[config.mk]
export PLATFORM = sky130hd
export DESIGN_NAME = fwd_hazard_ctrl
export DESIGN_NICKNAME = d
export VERILOG_FILES = /design/src/rtl/fwd_hazard_ctrl.sv
export SDC_FILE = /design/constraint.sdc
export NUM_CORES = 1
export LEC_CHECK = 0
export ABC_AREA = 0
export BUFFER_PORTS_ARGS = -buffer_cell sky130_fd_sc_hd__buf_2
export CAP_MARGIN = 40
export CORE_AREA = 4 4 64 66
export DETAILED_ROUTE_END_ITERATION = 12
export DIE_AREA = 0 0 68 70
export PLACE_DENSITY = 0.66
export SETUP_SLACK_MARGIN = 0.3
export SLEW_MARGIN = 20
export SYNTH_ARGS = -nofsm -noshare
export SYNTH_HDL_FRONTEND = slang
export SYNTH_SLANG_ARGS = --single-unit
[constraint.sdc]
create_clock -name Clk -period 3.8 [get_ports Clk]
set_input_delay 0.76 -clock Clk [delete_from_list [all_inputs] [get_ports Clk]]
set_output_delay 0.76 -clock Clk [all_outputs]
set_load 0.01 [all_outputs]
[src/rtl/fwd_hazard_ctrl.sv]
// Forwarding-select and hazard/stall controller for a 5-stage MIPS pipeline.
// Selects are computed in ID and registered so they line up with the instruction entering EX.
module fwd_hazard_ctrl #(
    parameter int unsigned REG_W = 5,
    parameter int unsigned CNT_W = 16
) (
    input  logic             Clk,
    input  logic             Rst_n,
    input  logic [REG_W-1:0] ID_Rs,
    input  logic [REG_W-1:0] ID_Rt,
    input  logic             ID_UsesRs,
    input  logic             ID_UsesRt,
    input  logic             ID_IsBranch,
    input  logic [REG_W-1:0] EX_Rd,
    input  logic             EX_RegWrite,
    input  logic             EX_MemRead,
    input  logic [REG_W-1:0] MEM_Rd,
    input  logic             MEM_RegWrite,
    input  logic             MEM_MemRead,
    input  logic             Flush,
    output logic [1:0]       FwdA_Sel,
    output logic [1:0]       FwdB_Sel,
    output logic             PC_Write,
    output logic             IFID_Write,
    output logic             Bubble,
    output logic [CNT_W-1:0] StallCount
);

    logic [1:0]       r_fwd_a;
    logic [1:0]       r_fwd_b;
    logic [1:0]       r_stall_cnt;
    logic [CNT_W-1:0] r_stall_count;

    logic w_ex_a, w_ex_b, w_mem_a, w_mem_b;
    logic w_ex_any, w_mem_any;
    logic w_lu, w_br1, w_br2, w_brm;
    logic w_stall, w_bubble;
    logic [1:0] w_sel_a, w_sel_b;

    // $0 is hard-wired zero, so it never counts as a producer.
    assign w_ex_a  = EX_RegWrite  & (EX_Rd  != '0) & (EX_Rd  == ID_Rs) & ID_UsesRs;
    assign w_ex_b  = EX_RegWrite  & (EX_Rd  != '0) & (EX_Rd  == ID_Rt) & ID_UsesRt;
    assign w_mem_a = MEM_RegWrite & (MEM_Rd != '0) & (MEM_Rd == ID_Rs) & ID_UsesRs;
    assign w_mem_b = MEM_RegWrite & (MEM_Rd != '0) & (MEM_Rd == ID_Rt) & ID_UsesRt;

    assign w_ex_any  = w_ex_a | w_ex_b;
    assign w_mem_any = w_mem_a | w_mem_b;

    assign w_lu  = EX_MemRead & w_ex_any;
    assign w_br1 = ID_IsBranch & w_ex_any & ~EX_MemRead;
    assign w_br2 = ID_IsBranch & EX_MemRead & w_ex_any;
    assign w_brm = ID_IsBranch & MEM_MemRead & w_mem_any;

    assign w_sel_a = w_ex_a ? 2'b01 : (w_mem_a ? 2'b10 : 2'b00);
    assign w_sel_b = w_ex_b ? 2'b01 : (w_mem_b ? 2'b10 : 2'b00);

    // Gated by reset so the handshake outputs read as idle while reset is held.
    assign w_stall  = Rst_n & ((r_stall_cnt != '0) | w_lu | w_br1 | w_br2 | w_brm);
    assign w_bubble = w_stall | (Rst_n & Flush);

    assign PC_Write   = ~w_stall | Flush;
    assign IFID_Write = ~w_stall | Flush;
    assign Bubble     = w_bubble;
    assign FwdA_Sel   = r_fwd_a;
    assign FwdB_Sel   = r_fwd_b;
    assign StallCount = r_stall_count;

    always_ff @(posedge Clk or negedge Rst_n) begin
        if (!Rst_n) begin
            r_fwd_a       <= '0;
            r_fwd_b       <= '0;
            r_stall_cnt   <= '0;
            r_stall_count <= '0;
        end else begin
            if (w_bubble) begin
                r_fwd_a <= '0;
                r_fwd_b <= '0;
            end else begin
                r_fwd_a <= w_sel_a;
                r_fwd_b <= w_sel_b;
            end

            if (Flush)
                r_stall_cnt <= '0;
            else if (r_stall_cnt != '0)
                r_stall_cnt <= r_stall_cnt - 2'd1;
            else if (w_br2)
                r_stall_cnt <= 2'd1;
            else
                r_stall_cnt <= '0;

            if (w_stall && !Flush && (r_stall_count != '1))
                r_stall_count <= r_stall_count + 1'b1;
        end
    end

endmodule

# ---- After elaboration in Yosys (flattened, before gate mapping)
# Cells that the tools add are included.
dict set report classes {
  n_addsub 2
  n_eq_ne 5
  muxes 9
  bitwise_logic 29
  reduce_logical 6
}
# op count
set op_table {}
lappend op_table {{5-bit == test} 4}
lappend op_table {{1-bit AND} 19}
lappend op_table {{16-bit by 1-bit adder with 16-bit output, second input constant} 1}
lappend op_table {{2-bit two-way mux} 8}
lappend op_table {{16-bit inequality test, second input constant} 1}
lappend op_table {{5-bit nonzero test} 2}
lappend op_table {{1-bit bitwise OR} 8}
lappend op_table {{1-bit logical AND} 2}
lappend op_table {{1-bit inverter} 2}
lappend op_table {{2-bit nonzero test} 1}
lappend op_table {{2-bit by 1-bit subtractor with 2-bit output, second input constant} 1}
lappend op_table {{1-bit zero test} 1}
lappend op_table {{1-bit two-way mux} 1}
dict set report word_totals {
  register_bits 22
  output_inout_bits 23
  word_cells 55
}

# ---- Logic depth before layout (Yosys ltp)
dict set report depth {
  ltp_word 13
  depth_mapped 9
  depth_no_buf 7
}

# ---- Worst setup path after synthesis
# No wires, ideal clock.
dict set report synth_path {
  kind {input to output}
  startpoint {input port EX_Rd[1]}
  endpoint {output port PC_Write}
  t_arrival_ps 2476
  path_slack_ps 564
  path_stages 7
  n_path_buf 2
  path_cell_list {or4_1 -> o21ai_2 -> a211oi_4 -> nor4_4 -> buf_4 -> nand2b_1 -> buf_4}
}
dict set report synth_between {
  elab_chain_cells 13
  word_cells_on_any_way 20
  cone_classes {eq/ne (2); bitwise (17); reduce/logical (1)}
}
# item line_no
set synth_lines {}
lappend synth_lines {{start: declaration} 14} ;# input logic [REG_W-1:0] EX_Rd,
lappend synth_lines {{5-bit nonzero test} {41, 42}}
lappend synth_lines {{1-bit AND} {41, 42}}
lappend synth_lines {{1-bit AND (on tied branches) (2 in a row)} {41, 42}}
lappend synth_lines {{1-bit bitwise OR *} 46} ;# assign w_ex_any = w_ex_a | w_ex_b;
lappend synth_lines {{1-bit AND (on tied branches)} {49, 50}}
lappend synth_lines {{1-bit bitwise OR / 1-bit AND (equally long branches)} {58, 50}}
lappend synth_lines {{1-bit bitwise OR} 58} ;# assign w_stall = Rst_n & ((r_stall_cnt != '0) | w_lu | w_br1 | w_br2 | w_brm);
lappend synth_lines {{1-bit bitwise OR * (2 in a row)} 58}
lappend synth_lines {{1-bit AND *} 58}
lappend synth_lines {{1-bit inverter *} n/a}
lappend synth_lines {{1-bit bitwise OR *} n/a}
lappend synth_lines {{end: declaration} 23} ;# output logic PC_Write,
# Mark *: on every way between the ends. The rest lies on a longest branch, timed or not.

# ---- Final worst setup path
dict set report layout_path {
  startpoint {input port EX_Rd[3]}
  endpoint {output port IFID_Write}
}
dict set report layout_between {
  elab_chain_cells 13
  word_cells_on_any_way 20
  cone_classes {eq/ne (2); bitwise (17); reduce/logical (1)}
}
# item line_no
set layout_lines {}
lappend layout_lines {{5-bit nonzero test} {41, 42}}
lappend layout_lines {{1-bit AND} {41, 42}}
lappend layout_lines {{1-bit AND (on tied branches) (2 in a row)} {41, 42}}
lappend layout_lines {{1-bit bitwise OR *} 46}
lappend layout_lines {{1-bit AND (on tied branches)} {49, 50}}
lappend layout_lines {{1-bit bitwise OR / 1-bit AND (equally long branches)} {58, 50}}
lappend layout_lines {{1-bit bitwise OR} 58}
lappend layout_lines {{1-bit bitwise OR * (2 in a row)} 58}
lappend layout_lines {{1-bit AND *} 58}
lappend layout_lines {{1-bit inverter *} 62} ;# assign IFID_Write = ~w_stall | Flush;
lappend layout_lines {{1-bit bitwise OR *} 62}
lappend layout_lines {{end: declaration} 24} ;# output logic IFID_Write,
# Marked as above.

==> flow_summary.toml <==
[status]
outcome = "completed"

[power]
sw_frac_of_total_pct = 24.3
power_frac_seq_pct = 48.8
switchingPower_uw = 123
leakagePower_nw = 0.903
p_comb_share_pct = 16.0
p_clk_share_pct = 35.2
peakVddDrop_mv = 0.138
p_int_uw = 382
cellPowerDensity_nw_per_um2 = 290

[global_routing]
overflow = 0
antenna_found_initial = 0
first_global_vias = 1188
grt_usage_pct = 14.1
grt_max_degree = 24
grt_pass1_wl_mm = 5.28

[cells_and_area]
final_nets = 217
fin_area_um2 = 1740
regArea_um2 = 551
drive_gt1_share_pct = 38.4
layout.cells.non_filler = 233
num_antenna_cells = 0
multi_input_area_um2 = 793
syn_to_final_growth_pct = 27.1
fillers = 365

[synthesis]
ys_ff_latch = 22
synth.most_common_cell = "xor2_1"
yosysWarningCount = 0
synth_top_area_share_pct = 40.2
ys_seq_area_share_pct = 40.2
async_flop_share_pct = 100
ys.flop_type = "dfrtp_1"
synth-edff-count = 0
netlist_instances = 131
syn_area_per_cell_um2 = 10.4
syn-num-nets = 162
yosysTopAreaCell = "dfrtp_1"
synth_cell_types = 34
synth_area_um2 = 1370
yosys-top-cells-count = "xor2_1, dfrtp_1, nand3_1, nor2_1, nor3_1"
synthTopCellsByArea = "dfrtp_1, xor2_1, nor4_2"

[timing]
tightestPinTransition_ns = 0.405
setup_tns_ns = 0
slew_viol_final = 0
fin_crit_ns = 3.25
clock.fmax_ghz = 0.308
setup_viol = 0
relSlewSlack_pct = 73.0
setup_slack_ns = 0.552
grt_setup_unrepaired = "no"
skew_ns = 0.00939
hold_ws_ns = 0.431
fin_crit_sh_pct = 85.5
finalHoldViolCount = 0

[clock_network]
cts_hold_buf = 0
htree_levels = 1
cts_setup_buffers = 0
clock_path_buffers = 2
cts_root_buf = "clkbuf_4"
cts_buffers = 3
path_clk_slew_ns = 0.13
cts_sinks = 22
clk_latency_ns = 0.31
cts_tree = "done"

[drt]
routedWlPerCell_um = 14.1
vias = 1184
drc = 0
dr.pass1.iters = 4
drt_wl_total_mm = 3.29
drt_first_iter_violations = 71
vias_per_cell = 5.08
ant_nets = 0

[floorplanning]
coreArea_um2 = 3580
die_w_um = 68
die-height_um = 70
pin_count = 53
die_area_um2 = 4760
rows = 22
start_util_pct = 38.3

[critical_path]
path_class = "in2out"
arrival_ns = 2.49
r2r.worst_path.cells = 7
crit_path_end_kind = "output pin"
worstSetupStartpointType = "input port"
critPathLaunch = "EX_Rd[3]"
rr_startpoint = "StallCount[4]$_DFFE_PN0P_"
worstPathRequired_ns = 3.04
path_max_fanout = 4

[placement]
dp_cells = 229
post-dp-hpwl_mm = 2.66
post-place-ws_ns = 0.432
place_congestion = 0.833
place_area_um2 = 1680
port-buffer-count = 52

[min_path]
min_path_type = "in2async"

[job]
cap_violations = 0
==> power groups by stage <==
| stage | Sequential [mW] | Combinational, mW | Clock [mW] |
|---|---|---|---|
| 2_1_floorplan | 0.254 | 0.0351 | 0 |
| 4_1_cts | 0.247 | 0.0815 | 0.183 |
| 5_1_grt | 0.248 | 0.0910 | 0.189 |
| 3_5_place_dp | 0.251 | 0.0812 | 0 |
| 6_report | 0.247 | 0.0808 | 0.178 |
| 3_3_place_gp | 0.251 | 0.0775 | 0 |
==> stage by stage <==
stage                     power (mW)  utilization (%)
after floorplan                0.289                -
after global placement         0.329             46.9
after detailed placement       0.333             46.9
after CTS                      0.512             48.4
after global routing           0.528             48.6
final                          0.505             48.6
==> metal layers <==
metal,up-vias,wire length [um],global-route usage [%],share of wire (%)
li1,575,-,-,-
met1,542,1360,17.2,41
met2,61,1550,23.6,47
met3,6,320,3.38,9.7
met4,0,63,5.30,1.9
met5,-,0,0,0
==> worst max-delay path, stage by stage <==
cell      delay, ns
buf_2          0.13
xor2_1         0.15
nor4_1         0.40
nand3_1        0.27
a211oi_4       0.34
nor4_4         0.08
nand2b_1       0.18
buf_2          0.17
==> layout by cell type, fill, tap and decap left out, types with 2 or more instances in the layout <==
cell and instances:
and3_1 2, nand2b_1 2, nor4b_1 2, a21oi_1 2
nand4_1 3, xnor2_1 6, dfrtp_1 22, xor2_1 29
nor3_1 7, nor3b_1 2, nor2_1 7, nor4_2 5
or4_1 3, buf_4 2, nor4_1 4, buf_2 52
inv_1 2, nand3_1 9, clkbuf_4 3, nand2_1 5
==> timing repair <==
item,CTS,global route
gates resized for setup,0,1
hold endpoints to repair,0,0
endpoints found under the setup margin,0,1
==> area by class of cell <==
cell class	instances	share of cell area, %
flip-flops and latches	22	31.7
clock buffers	3	1.29
well taps	48	3.45
clock inverters	1	1.73
inverters	2	0.432
multi-input cells	103	45.6
repair buffers	54	15.8
==> sequential cells by signal (all words and copies together), names as in the netlist <==
signal	cells
r_stall_cnt	2
FwdA_Sel	2
FwdB_Sel	2
StallCount	16
==> kinds of logic after synthesis <==
logic type	Yosys count	synth area share, %
simple gates	59	28.8
xor+xnor	35	22.4
flops	22	40.2
compound gates	7	4.48
buf+inv	6	2.38
mux	1	0.823
fa+ha+maj	1	0.914
==> path summary, 6_finish.rpt <==
kind	to	slack, ns
max in group asynchronous	StallCount[0]$_DFFE_PN0P_	3.14
hold / removal	StallCount[9]$_DFFE_PN0P_	0.43
hold reg to reg	StallCount[13]$_DFFE_PN0P_	0.50
min in group Clk	StallCount[13]$_DFFE_PN0P_	0.50
setup / recovery	IFID_Write	0.55
setup reg to reg	StallCount[1]$_DFFE_PN0P_	1.35
Power figures use the tool's default switching activity.
